==> config.mk <==
export PLATFORM = sky130hd
export DESIGN_NAME = uart_tx_arbiter
export DESIGN_NICKNAME = d
export VERILOG_FILES = /design/src/rtl/uart_tx_arbiter.sv
export SDC_FILE = /design/constraint.sdc
export NUM_CORES = 1
export LEC_CHECK = 0
export CAP_MARGIN = 20
export CORE_ASPECT_RATIO = 1.4
export CORE_MARGIN = 1
export CORE_UTILIZATION = 46
export DETAILED_ROUTE_END_ITERATION = 8
export GPL_ROUTABILITY_DRIVEN = 0
export PLACE_DENSITY = 0.82
export RECOVER_POWER = 100
export SYNTH_ARGS = -nofsm -noshare
export SYNTH_HDL_FRONTEND = slang
export SYNTH_SLANG_ARGS = --single-unit
==> constraint.sdc <==
create_clock -name clk_i -period 1.9 [get_ports clk_i]
set_input_delay 0.19 -clock clk_i [delete_from_list [all_inputs] [get_ports clk_i]]
set_output_delay 0.19 -clock clk_i [all_outputs]
set_load 0.005 [all_outputs]
==> src/rtl/uart_tx_arbiter.sv <==
// Round-robin arbiter sharing one UART transmitter among N_REQ byte producers.
// Launches one byte per grant and reports completion and timeout per transfer.
module uart_tx_arbiter #(
  parameter int N_REQ   = 4,
  parameter int DATA_W  = 8,
  parameter int TIMEOUT = 65535
) (
  input  logic                      clk_i,
  input  logic                      rst_i,
  input  logic                      enable_i,
  input  logic [N_REQ-1:0]          req_i,
  input  logic [N_REQ*DATA_W-1:0]   req_data_i,
  output logic [N_REQ-1:0]          gnt_o,
  output logic [N_REQ-1:0]          sent_o,
  output logic                      timeout_o,
  output logic                      err_o,
  input  logic                      err_clr_i,
  output logic [$clog2(N_REQ)-1:0]  owner_o,
  output logic                      ctl_busy_o,
  output logic                      tx_en_o,
  output logic [DATA_W-1:0]         tx_data_o,
  input  logic                      tx_busy_i,
  input  logic                      tx_done_i
);

  localparam int ID_W  = $clog2(N_REQ);
  localparam int TMR_W = $clog2(TIMEOUT + 1);

  typedef enum logic [1:0] {
    IDLE      = 2'd0,
    LAUNCH    = 2'd1,
    WAIT_DONE = 2'd2
  } state_e;

  state_e              state_q, state_d;
  logic [ID_W-1:0]     ptr_q, ptr_d;
  logic [ID_W-1:0]     owner_q, owner_d;
  logic [TMR_W-1:0]    timer_q, timer_d;
  logic [N_REQ-1:0]    gnt_q, gnt_d;
  logic [N_REQ-1:0]    sent_q, sent_d;
  logic                timeout_q, timeout_d;
  logic                err_q, err_d;
  logic                ctl_busy_q, ctl_busy_d;
  logic                tx_en_q, tx_en_d;
  logic [DATA_W-1:0]   tx_data_q, tx_data_d;

  logic                win_found_s;
  logic [ID_W-1:0]     win_idx_s;
  logic [DATA_W-1:0]   win_data_s;
  logic [ID_W-1:0]     ptr_next_s;

  function automatic logic [N_REQ-1:0] onehot(input logic [ID_W-1:0] idx);
    logic [N_REQ-1:0] vec;
    vec      = '0;
    vec[idx] = 1'b1;
    return vec;
  endfunction

  // Round-robin scan: first pending request starting at the pointer, wrapping.
  always_comb begin
    logic [ID_W:0] cand;
    cand        = '0;
    win_found_s = 1'b0;
    win_idx_s   = '0;
    for (int i = 0; i < N_REQ; i++) begin
      cand = {1'b0, ptr_q} + (ID_W+1)'(i);
      if (cand >= (ID_W+1)'(N_REQ)) begin
        cand = cand - (ID_W+1)'(N_REQ);
      end else begin
        cand = cand;
      end
      if (!win_found_s && req_i[cand[ID_W-1:0]]) begin
        win_found_s = 1'b1;
        win_idx_s   = cand[ID_W-1:0];
      end else begin
        win_found_s = win_found_s;
      end
    end
  end

  // Byte of the winning requester.
  always_comb begin
    win_data_s = '0;
    for (int i = 0; i < N_REQ; i++) begin
      if (win_idx_s == ID_W'(i)) begin
        win_data_s = req_data_i[i*DATA_W +: DATA_W];
      end else begin
        win_data_s = win_data_s;
      end
    end
  end

  assign ptr_next_s = (owner_q == ID_W'(N_REQ - 1)) ? '0 : owner_q + ID_W'(1);

  // Next-state and registered-output logic.
  always_comb begin
    state_d   = state_q;
    ptr_d     = ptr_q;
    owner_d   = owner_q;
    timer_d   = timer_q;
    gnt_d     = '0;
    sent_d    = '0;
    timeout_d = 1'b0;
    tx_en_d   = 1'b0;
    tx_data_d = tx_data_q;
    if (err_clr_i) begin
      err_d = 1'b0;
    end else begin
      err_d = err_q;
    end

    case (state_q)
      IDLE: begin
        timer_d = '0;
        if (enable_i && win_found_s && !tx_busy_i) begin
          owner_d   = win_idx_s;
          tx_data_d = win_data_s;
          gnt_d     = onehot(win_idx_s);
          tx_en_d   = 1'b1;
          state_d   = LAUNCH;
        end else begin
          state_d = IDLE;
        end
      end
      LAUNCH: begin
        timer_d = TMR_W'(1);
        if (tx_done_i) begin
          sent_d  = onehot(owner_q);
          ptr_d   = ptr_next_s;
          timer_d = '0;
          state_d = IDLE;
        end else begin
          state_d = WAIT_DONE;
        end
      end
      WAIT_DONE: begin
        timer_d = timer_q + TMR_W'(1);
        if (tx_done_i) begin
          sent_d  = onehot(owner_q);
          ptr_d   = ptr_next_s;
          timer_d = '0;
          state_d = IDLE;
        end else if (timer_q == TMR_W'(TIMEOUT)) begin
          // Expiry loses to a same-cycle tx_done; err set beats err_clr.
          timeout_d = 1'b1;
          err_d     = 1'b1;
          ptr_d     = ptr_next_s;
          timer_d   = '0;
          state_d   = IDLE;
        end else begin
          state_d = WAIT_DONE;
        end
      end
      default: begin
        timer_d = '0;
        state_d = IDLE;
      end
    endcase

    ctl_busy_d = (state_d != IDLE);
  end

  // State and output registers with synchronous reset.
  always_ff @(posedge clk_i) begin
    if (rst_i) begin
      state_q    <= IDLE;
      ptr_q      <= '0;
      owner_q    <= '0;
      timer_q    <= '0;
      gnt_q      <= '0;
      sent_q     <= '0;
      timeout_q  <= 1'b0;
      err_q      <= 1'b0;
      ctl_busy_q <= 1'b0;
      tx_en_q    <= 1'b0;
      tx_data_q  <= '0;
    end else begin
      state_q    <= state_d;
      ptr_q      <= ptr_d;
      owner_q    <= owner_d;
      timer_q    <= timer_d;
      gnt_q      <= gnt_d;
      sent_q     <= sent_d;
      timeout_q  <= timeout_d;
      err_q      <= err_d;
      ctl_busy_q <= ctl_busy_d;
      tx_en_q    <= tx_en_d;
      tx_data_q  <= tx_data_d;
    end
  end

  assign gnt_o      = gnt_q;
  assign sent_o     = sent_q;
  assign timeout_o  = timeout_q;
  assign err_o      = err_q;
  assign owner_o    = owner_q;
  assign ctl_busy_o = ctl_busy_q;
  assign tx_en_o    = tx_en_q;
  assign tx_data_o  = tx_data_q;

endmodule

==> summary.txt, run 1 <==
Outcome
  • Status: complete, but fails checks
  • Failing checks: DRC

Min path
  • Hold endpoint: tx_data_o[1]
  • Min-delay src: tx_data_o[1]
  • Hold path cells: 2
  • Worst min-delay path category: register to register

Final layout
  • Post-Layout Inst Area: 2790 um^2
  • Layout cells sized above 1: 9.51%
  • Fin util: 66.5%
  • Finished Layout Cells: 329
  • ANT cells: 0
  • Synth-to-Final Area Change: 39.4%
  • Final #Nets: 334

Timing
  • Slew @ Worst Pin: 0.343 ns
  • Slew Limit Fails: 0
  • RSZ-0062 raised after global routing: false
  • Minimum clock period: 1.66 ns
  • Final worst path period share: 87.5%
  • Final Hold Slack: 0.469 ns
  • Final-report setup violation count: 0
  • Post-route clock skew: 0.00870 ns
  • Fin. Hold Viols: 0
  • Fmax: 602 MHz
  • Max_slew headroom: 77.0%

Run
  • Maxcap violations: 0

Yosys
  • Synthesized Nets: 257
  • Main flop type after synthesis: dfxtp_1
  • Share of the synthesized area in the top cell type: 41.9%
  • Syn Inst Count: 206
  • Async SR Flop Fraction: 0%
  • Cell area after synthesis: 2000 um^2
  • Number of synthesized flops with an enable pin: 0
  • Largest cells by area after synthesis: dfxtp_1, mux2i_1, nor2_1
  • Sequential fraction of the synthesis area: 41.9%
  • Yosys reg bits: 42
  • Synth cell types: 38
  • Cell taking the most area after synthesis: dfxtp_1
  • Syn Area/Cell: 9.73 um^2
  • Synth warn: 0

Clock network
  • CTS tree: built
  • H-tree depth: 2
  • Clk pin slew, worst setup/hold paths: 0.08 ns
  • CTS Hold Bufs: 0
  • CTS root buf: clkbuf_8
  • Post-CTS Setup Bufs: 0
  • Gates resized, CTS repair: 0
  • Worst skew pair latency: 0.30 ns
  • Cts bufs inserted: 5
  • Clk sinks: 42
  • Longest Clk Path Bufs: 2

Placement
  • Placed cell count: 321
  • DP HPWL: 3320 um
  • PortBufs: 63
  • Placed standard-cell area: 2760 um^2

Floorplan
  • Initial core utilization: 47.7%
  • Die W: 57.8 um
  • Top Ports: 64
  • Core box area: 4200 um^2
  • Die height: 80.1 um
  • DIE AREA: 4630 um^2
  • FP Rows: 28

Drt
  • DRC viols: 1
  • Routed vias/inst: 5.13
  • WL final: 4260 um
  • Post-DRT Antenna Nets: 0
  • Vias: 1,688
  • Routed len/inst: 12.9 um
  • First-pass DRT Iterations: 6
  • Starting DRT DRC Count: 37

Power and ir drop
  • Power per cell area: 621 nW/um^2
  • Leak pwr: 1.17 nW
  • Maximum vdd ir drop: 0.414 mV

Critical path
  • Worst R2R Path Depth: 6
  • Worst path max stage delay: 0.40 ns
  • End of the worst register-to-register path: ptr_q[1]
  • CP Capture Type: register
  • Buf+Inv Stages, Crit Path: 0
  • Crit Path Max Fanout: 5
  • Crit path cell chain: ha_1, nand4_1, nor4_4, o21a_2, mux2i_1, nor2_1
  • Setup crit start: timer_q[1]
  • Reg2reg setup slack: 0.24 ns
  • CP top delay family: simple AND/OR/NAND/NOR gates
  • Crit-path slowest cell: nor4_4
  • Worst Path Required: 2.09 ns
  • Critical Path AT: 1.85 ns
  • Critical Path Source Type: register
  • Setup CP Type: register to register
  • R2R Path Start: timer_q[1]

GRT
  • First-pass GRT wire length: 7460 um
  • Largest net degree at the start of global routing: 21
  • All-Layer GR Usage: 21.0%
  • Initial antenna violation count: 0
  • Grt total ovfl: 0
  • Vias in the first global route: 1,745
==> flip-flops by register name, indices dropped and copies added (netlist names) <==
signal / flops
gnt_o: 4
ptr_q: 2
timeout_o: 1
owner_o: 2
ctl_busy_o: 1
state_q: 2
timer_q: 16
tx_en_o: 1
sent_o: 4
err_o: 1
tx_data_o: 8
==> placed cells by master, fill, tap and decap left out, types with 6 or more instances in the layout <==
master and count:
dfxtp_1 42, clkdlybuf4s50_1 41, nor2_1 35, dlygate4sd3_1 22, mux2i_1 20, nand2_1 14, inv_1 10, ha_1 9
xor2_1 8, nand3_1 7, o221ai_1 6, clkbuf_8 6
==> power by group <==
group	leakage (nW)	total, mW	internal [mW]	switching, mW
registers	0.340	0.910	0.899	0.0114
clock network	0.0482	0.585	0.293	0.292
logic	0.778	0.241	0.153	0.0871
total	1.17	1.74	1.35	0.391
==> cell families after synthesis <==
| group | synth area share, % |
|---|---|
| adders and majority gates | 5.62 |
| AOI/OAI and AO/OA | 11.0 |
| muxes | 10.5 |
| DFF | 41.9 |
| and+or+nand+nor | 21.4 |
| buffers and inverters | 3.81 |
| xor gates and xnor gates | 5.68 |
==> stage by stage <==
| stage | total power [mW] | setup WS [ns] | TNS [ns] |
|---|---|---|---|
| floorplan | 1.04 | 0.313 | 0 |
| global placement | 1.19 | 0.0331 | 0 |
| detailed placement | 1.19 | -0.0205 | -0.0546 |
| CTS | 1.78 | 0.207 | 0 |
| global route | 1.82 | 0.0414 | 0 |
| finish | 1.74 | 0.238 | 0 |
==> how the worst max path moves through the flow <==
stage | to | slack [ns] | depth (start not counted)
finish | ptr_q[1] | 0.24 | 6
global route | timer_q[15] | 0.04 | 6
CTS | ptr_q[0] | 0.21 | 6
detailed placement | tx_data_o[2] | -0.02 | 7
global placement | tx_data_o[2] | 0.03 | 7
floorplan | ptr_q[1] | 0.31 | 6
==> final cells by class <==
cell class | instances | area (um^2)
fill | 361 | 1410
multi-input combinational | 149 | 1050
sequential | 42 | 841
timing repair buffer | 75 | 716
clock buffer | 7 | 86.3
tap | 45 | 56.3
inverter | 10 | 37.5
clock inverter | 1 | 5.00
==> worst reg2reg max path, stage by stage, from the launching register on <==
cell,delay [ns]
dfxtp_1,0.38
ha_1,0.21
nand4_1,0.13
nor4_4,0.40
o21a_2,0.21
mux2i_1,0.18
nor2_1,0.05
==> metal layers <==
| metal | vias to the layer above | global-route usage, % | wire, um |
|---|---|---|---|
| li1 | 862 | - | - |
| met1 | 778 | 22.5 | 1620 |
| met2 | 43 | 38.3 | 2350 |
| met3 | 5 | 7.09 | 231 |
| met4 | 0 | 6.43 | 60 |
| met5 | - | 0 | 0 |
==> Yosys cell counts, types with 3 or more instances <==
| library cell | number |
|---|---|
| inv_1 | 10 |
| nor2b_1 | 5 |
| nand3_1 | 7 |
| mux2i_1 | 20 |
| xor2_1 | 8 |
| and2_1 | 4 |
| and4_1 | 3 |
| xnor2_1 | 5 |
| nand2_1 | 14 |
| a21oi_1 | 4 |
| ha_1 | 9 |
| o221ai_2 | 8 |
| nand4_1 | 4 |
| dfxtp_1 | 42 |
| nor2_1 | 35 |
(Power assumes the default switching activity.)
==> run 2: changes to the inputs <==
--- a/config.mk
+++ b/config.mk
@@ -13,6 +13,7 @@
 export GPL_ROUTABILITY_DRIVEN = 0
 export PLACE_DENSITY = 0.82
 export RECOVER_POWER = 100
+export SLEW_MARGIN = 10
 export SYNTH_ARGS = -nofsm -noshare
 export SYNTH_HDL_FRONTEND = slang
 export SYNTH_SLANG_ARGS = --single-unit
==> results of run 2 <==
The final DEF is identical to that of run 1; final timing and power are the same.
==> run 3: changes to the inputs <==
--- a/config.mk
+++ b/config.mk
@@ -11,6 +11,7 @@
 export CORE_UTILIZATION = 46
 export DETAILED_ROUTE_END_ITERATION = 8
 export GPL_ROUTABILITY_DRIVEN = 0
+export HOLD_SLACK_MARGIN = 0.12
 export PLACE_DENSITY = 0.82
 export RECOVER_POWER = 100
 export SLEW_MARGIN = 10
==> constraint.sdc (replaced) <==
create_clock -name clk_i -period 1.9 [get_ports clk_i]
set_input_delay 0.38 -clock clk_i [delete_from_list [all_inputs] [get_ports clk_i]]
set_output_delay 0.38 -clock clk_i [all_outputs]
set_load 0.005 [all_outputs]
==> run 3 against run 2 <==
Against the previous run:
- utilization up 1.6 points
- critical endpoint is now tx_data_o[6]
- die area stayed put
- clock power barely moved
- global-route usage decreased by 1.2 points
- sequential cell count unchanged
- the run still ends with DRC left
- sequential share of layout area decreased by 0.71 points
- highest routed layer unchanged
==> summary.txt, run 3 (same netlist as run 1, synthesis figures left out) <==
Floorplan
  • Die W: 57.8 um (unchanged)
  • Core box area: 4200 um^2 (unchanged)
  • Initial core utilization: 47.7% (unchanged)
  • DIE AREA: 4630 um^2 (unchanged)
  • FP Rows: 28 (unchanged)
  • Die height: 80.1 um (unchanged)
  • Top Ports: 64 (unchanged)

Timing
  • Minimum clock period: 1.77 ns (was 1.66 ns)
  • Max_slew headroom: 77.3% (was 77.0%)
  • Fmax: 565 MHz (was 602 MHz)
  • TNS Setup: 0 ns (unchanged)
  • Post-route clock skew: 0.00620 ns (was 0.00870 ns)
  • Final-report setup violation count: 0 (unchanged)
  • Slew @ Worst Pin: 0.338 ns (was 0.343 ns)
  • Final worst path period share: 93.1% (was 87.5%)
  • RSZ-0062 raised after global routing: false (unchanged)
  • Slew Limit Fails: 0 (unchanged)
  • Fin. Hold Viols: 0 (unchanged)
  • Final Hold Slack: 0.468 ns (was 0.469 ns)

GRT
  • All-Layer GR Usage: 19.8% (was 21.0%)
  • Initial antenna violation count: 0 (unchanged)
  • Grt total ovfl: 0 (unchanged)
  • First-pass GRT wire length: 7080 um (was 7460 um)
  • Largest net degree at the start of global routing: 19 (was 21)
  • Vias in the first global route: 1,678 (was 1,745)

Critical path
  • Crit Path Max Fanout: 18 (was 5)
  • Critical Path AT: 1.95 ns (was 1.85 ns)
  • CP top delay family: buffers and inverters (was simple AND/OR/NAND/NOR gates)
  • Worst R2R Path Depth: 6 (unchanged)
  • Reg2reg setup slack: 0.24 ns (about the same)
  • Buf+Inv Stages, Crit Path: 2 (was 0)
  • End of the worst register-to-register path: ctl_busy_o (was ptr_q[1])
  • Setup CP Type: input port to register (was register to register)
  • Crit path cell chain: clkdlybuf4s50_1, nor2b_1, a211o_1, a21oi_2, buf_12, mux2i_1, o221ai_2 (was ha_1, nand4_1, nor4_4, o21a_2, mux2i_1, nor2_1)
  • R2R Path Start: timer_q[1] (unchanged)
  • Worst path max stage delay: 0.41 ns (was 0.40 ns)
  • Worst Path Required: 2.08 ns (was 2.09 ns)
  • CP Capture Type: register (unchanged)
  • Crit-path slowest cell: clkdlybuf4s50_1 (was nor4_4)
  • Critical Path Source Type: input port (was register)

Final layout
  • Commonest non-fill, non-tap cell in the layout: dfxtp_1 (unchanged)
  • Number of flip-flops under the largest register name: 16 (unchanged)
  • Synth-to-Final Area Change: 42.8% (was 39.4%)
  • Most flops, register: timer_q (unchanged)
  • Layout cells sized above 1: 12.5% (was 9.51%)
  • Final #Nets: 339 (was 334)
  • # fillers: 332 (was 361)
  • ANT cells: 0 (unchanged)
  • Reg area: 841 um^2 (unchanged)
  • Footprint of the multi-input gates: 1080 um^2 (was 1050 um^2)
  • Most frequent cells in the layout: dfxtp_1, clkdlybuf4s50_1, nor2_1 (unchanged)
  • Finished Layout Cells: 334 (was 329)

Clock network
  • Clk pin slew, worst setup/hold paths: 0.08 ns (about the same)
  • Worst skew pair latency: 0.29 ns (was 0.30 ns)
  • H-tree depth: 2 (unchanged)
  • Clk sinks: 42 (unchanged)
  • CTS tree: built (unchanged)
  • Cts bufs inserted: 5 (unchanged)
  • Post-CTS Setup Bufs: 0 (unchanged)
  • Gates resized, CTS repair: 0 (unchanged)
  • CTS Hold Bufs: 0 (unchanged)
  • CTS root buf: clkbuf_8 (unchanged)
  • Longest Clk Path Bufs: 2 (unchanged)

Min path
  • Min-delay src: tx_data_o[1] (unchanged)
  • Hold endpoint: tx_data_o[1] (unchanged)
  • Hold path cells: 2 (unchanged)
  • Worst min-delay path category: register to register (unchanged)

Drt
  • First-pass DRT Iterations: 6 (unchanged)
  • Routed len/inst: 12.4 um (was 12.9 um)
  • Post-DRT Antenna Nets: 0 (unchanged)
  • Routed vias/inst: 5.18 (was 5.13)
  • WL final: 4140 um (was 4260 um)
  • DRC viols: 1 (unchanged)
  • Vias: 1,731 (was 1,688)
  • Starting DRT DRC Count: 58 (was 37)

Placement
  • DP HPWL: 3300 um (was 3320 um)
  • PortBufs: 63 (unchanged)
  • Placed cell count: 326 (was 321)

Outcome
  • Status: complete, but fails checks (unchanged)
  • Failing checks: DRC (unchanged)

Power and ir drop
  • Power per cell area: 610 nW/um^2 (was 621 nW/um^2)
  • Leak pwr: 1.19 nW (was 1.17 nW)
  • Total Power: 1.75 mW (was 1.74 mW)
  • Maximum vdd ir drop: 0.357 mV (was 0.414 mV)

Run
  • Maxcap violations: 0 (unchanged)
[run 3: cell types whose count changed in the layout (fill, tap and decap cells not counted)]
| cell | change |
|---|---|
| o21ai_1 | -1 |
| buf_4 | +6 |
| clkbuf_4 | +1 |
| o221ai_2 | +4 |
| clkbuf_2 | -2 |
| o221ai_1 | -4 |
| o21ai_0 | +1 |
[run 3: area by class of cell]
class | instances | share of cell area (%)
flip-flops and latches | 42 | 29.4
inverters | 10 | 1.31
well taps | 45 | 1.97
repair buffers | 80 | 26.5
clock inverters | 1 | 0.175
clock buffers | 7 | 3.02
multi-input cells | 149 | 37.6
[run 3: per-stage QoR]
| step | setup slack [ns] | cell area [um^2] | util (%) |
|---|---|---|---|
| CTS | 0.134 | 2880 | 68.6 |
| global route | 0.00378 | 2860 | 68.1 |
| global placement | -0.138 | 2790 | 66.4 |
| floorplan | 0.313 | 2000 | - |
| finish | 0.132 | 2860 | 68.1 |
| detailed placement | -0.186 | 2790 | 66.4 |
[run 3: layer usage]
layer / wire (um) / track usage (%) / vias up / part of all wire (%)
met5: 0 / 0 / - / 0
met4: 61 / 6.43 / 0 / 1.5
met3: 179 / 4.99 / 6 / 4.3
met2: 2190 / 35.5 / 47 / 53
met1: 1710 / 22.7 / 808 / 41
li1: - / - / 870 / -
[run 3: worst max-delay path by stage]
stage	start	end	slack, ns	cells past startpoint
floorplan	timer_q[0]	ptr_q[1]	0.31	6
global placement	req_i[0]	tx_data_o[4]	-0.14	7
detailed placement	req_i[0]	tx_data_o[2]	-0.19	7
CTS	req_i[0]	tx_data_o[6]	0.13	7
global route	req_i[0]	tx_data_o[4]	0.004	7
finish	req_i[0]	tx_data_o[6]	0.13	7
[run 3: where the power goes]
group          leakage, nW  switching [mW]  internal [mW]  total, mW
clock               0.0482           0.291          0.293      0.584
combinational        0.807          0.0920          0.160      0.252
sequential           0.340          0.0115          0.899      0.910
[run 3: worst min-delay path: cells and delay by family, from the launching register on]
| kind | cells | cell delay [ns] |
|---|---|---|
| flops | 1 | 0.33 |
| simple gates | 1 | 0.06 |
| compound gates | 1 | 0.05 |
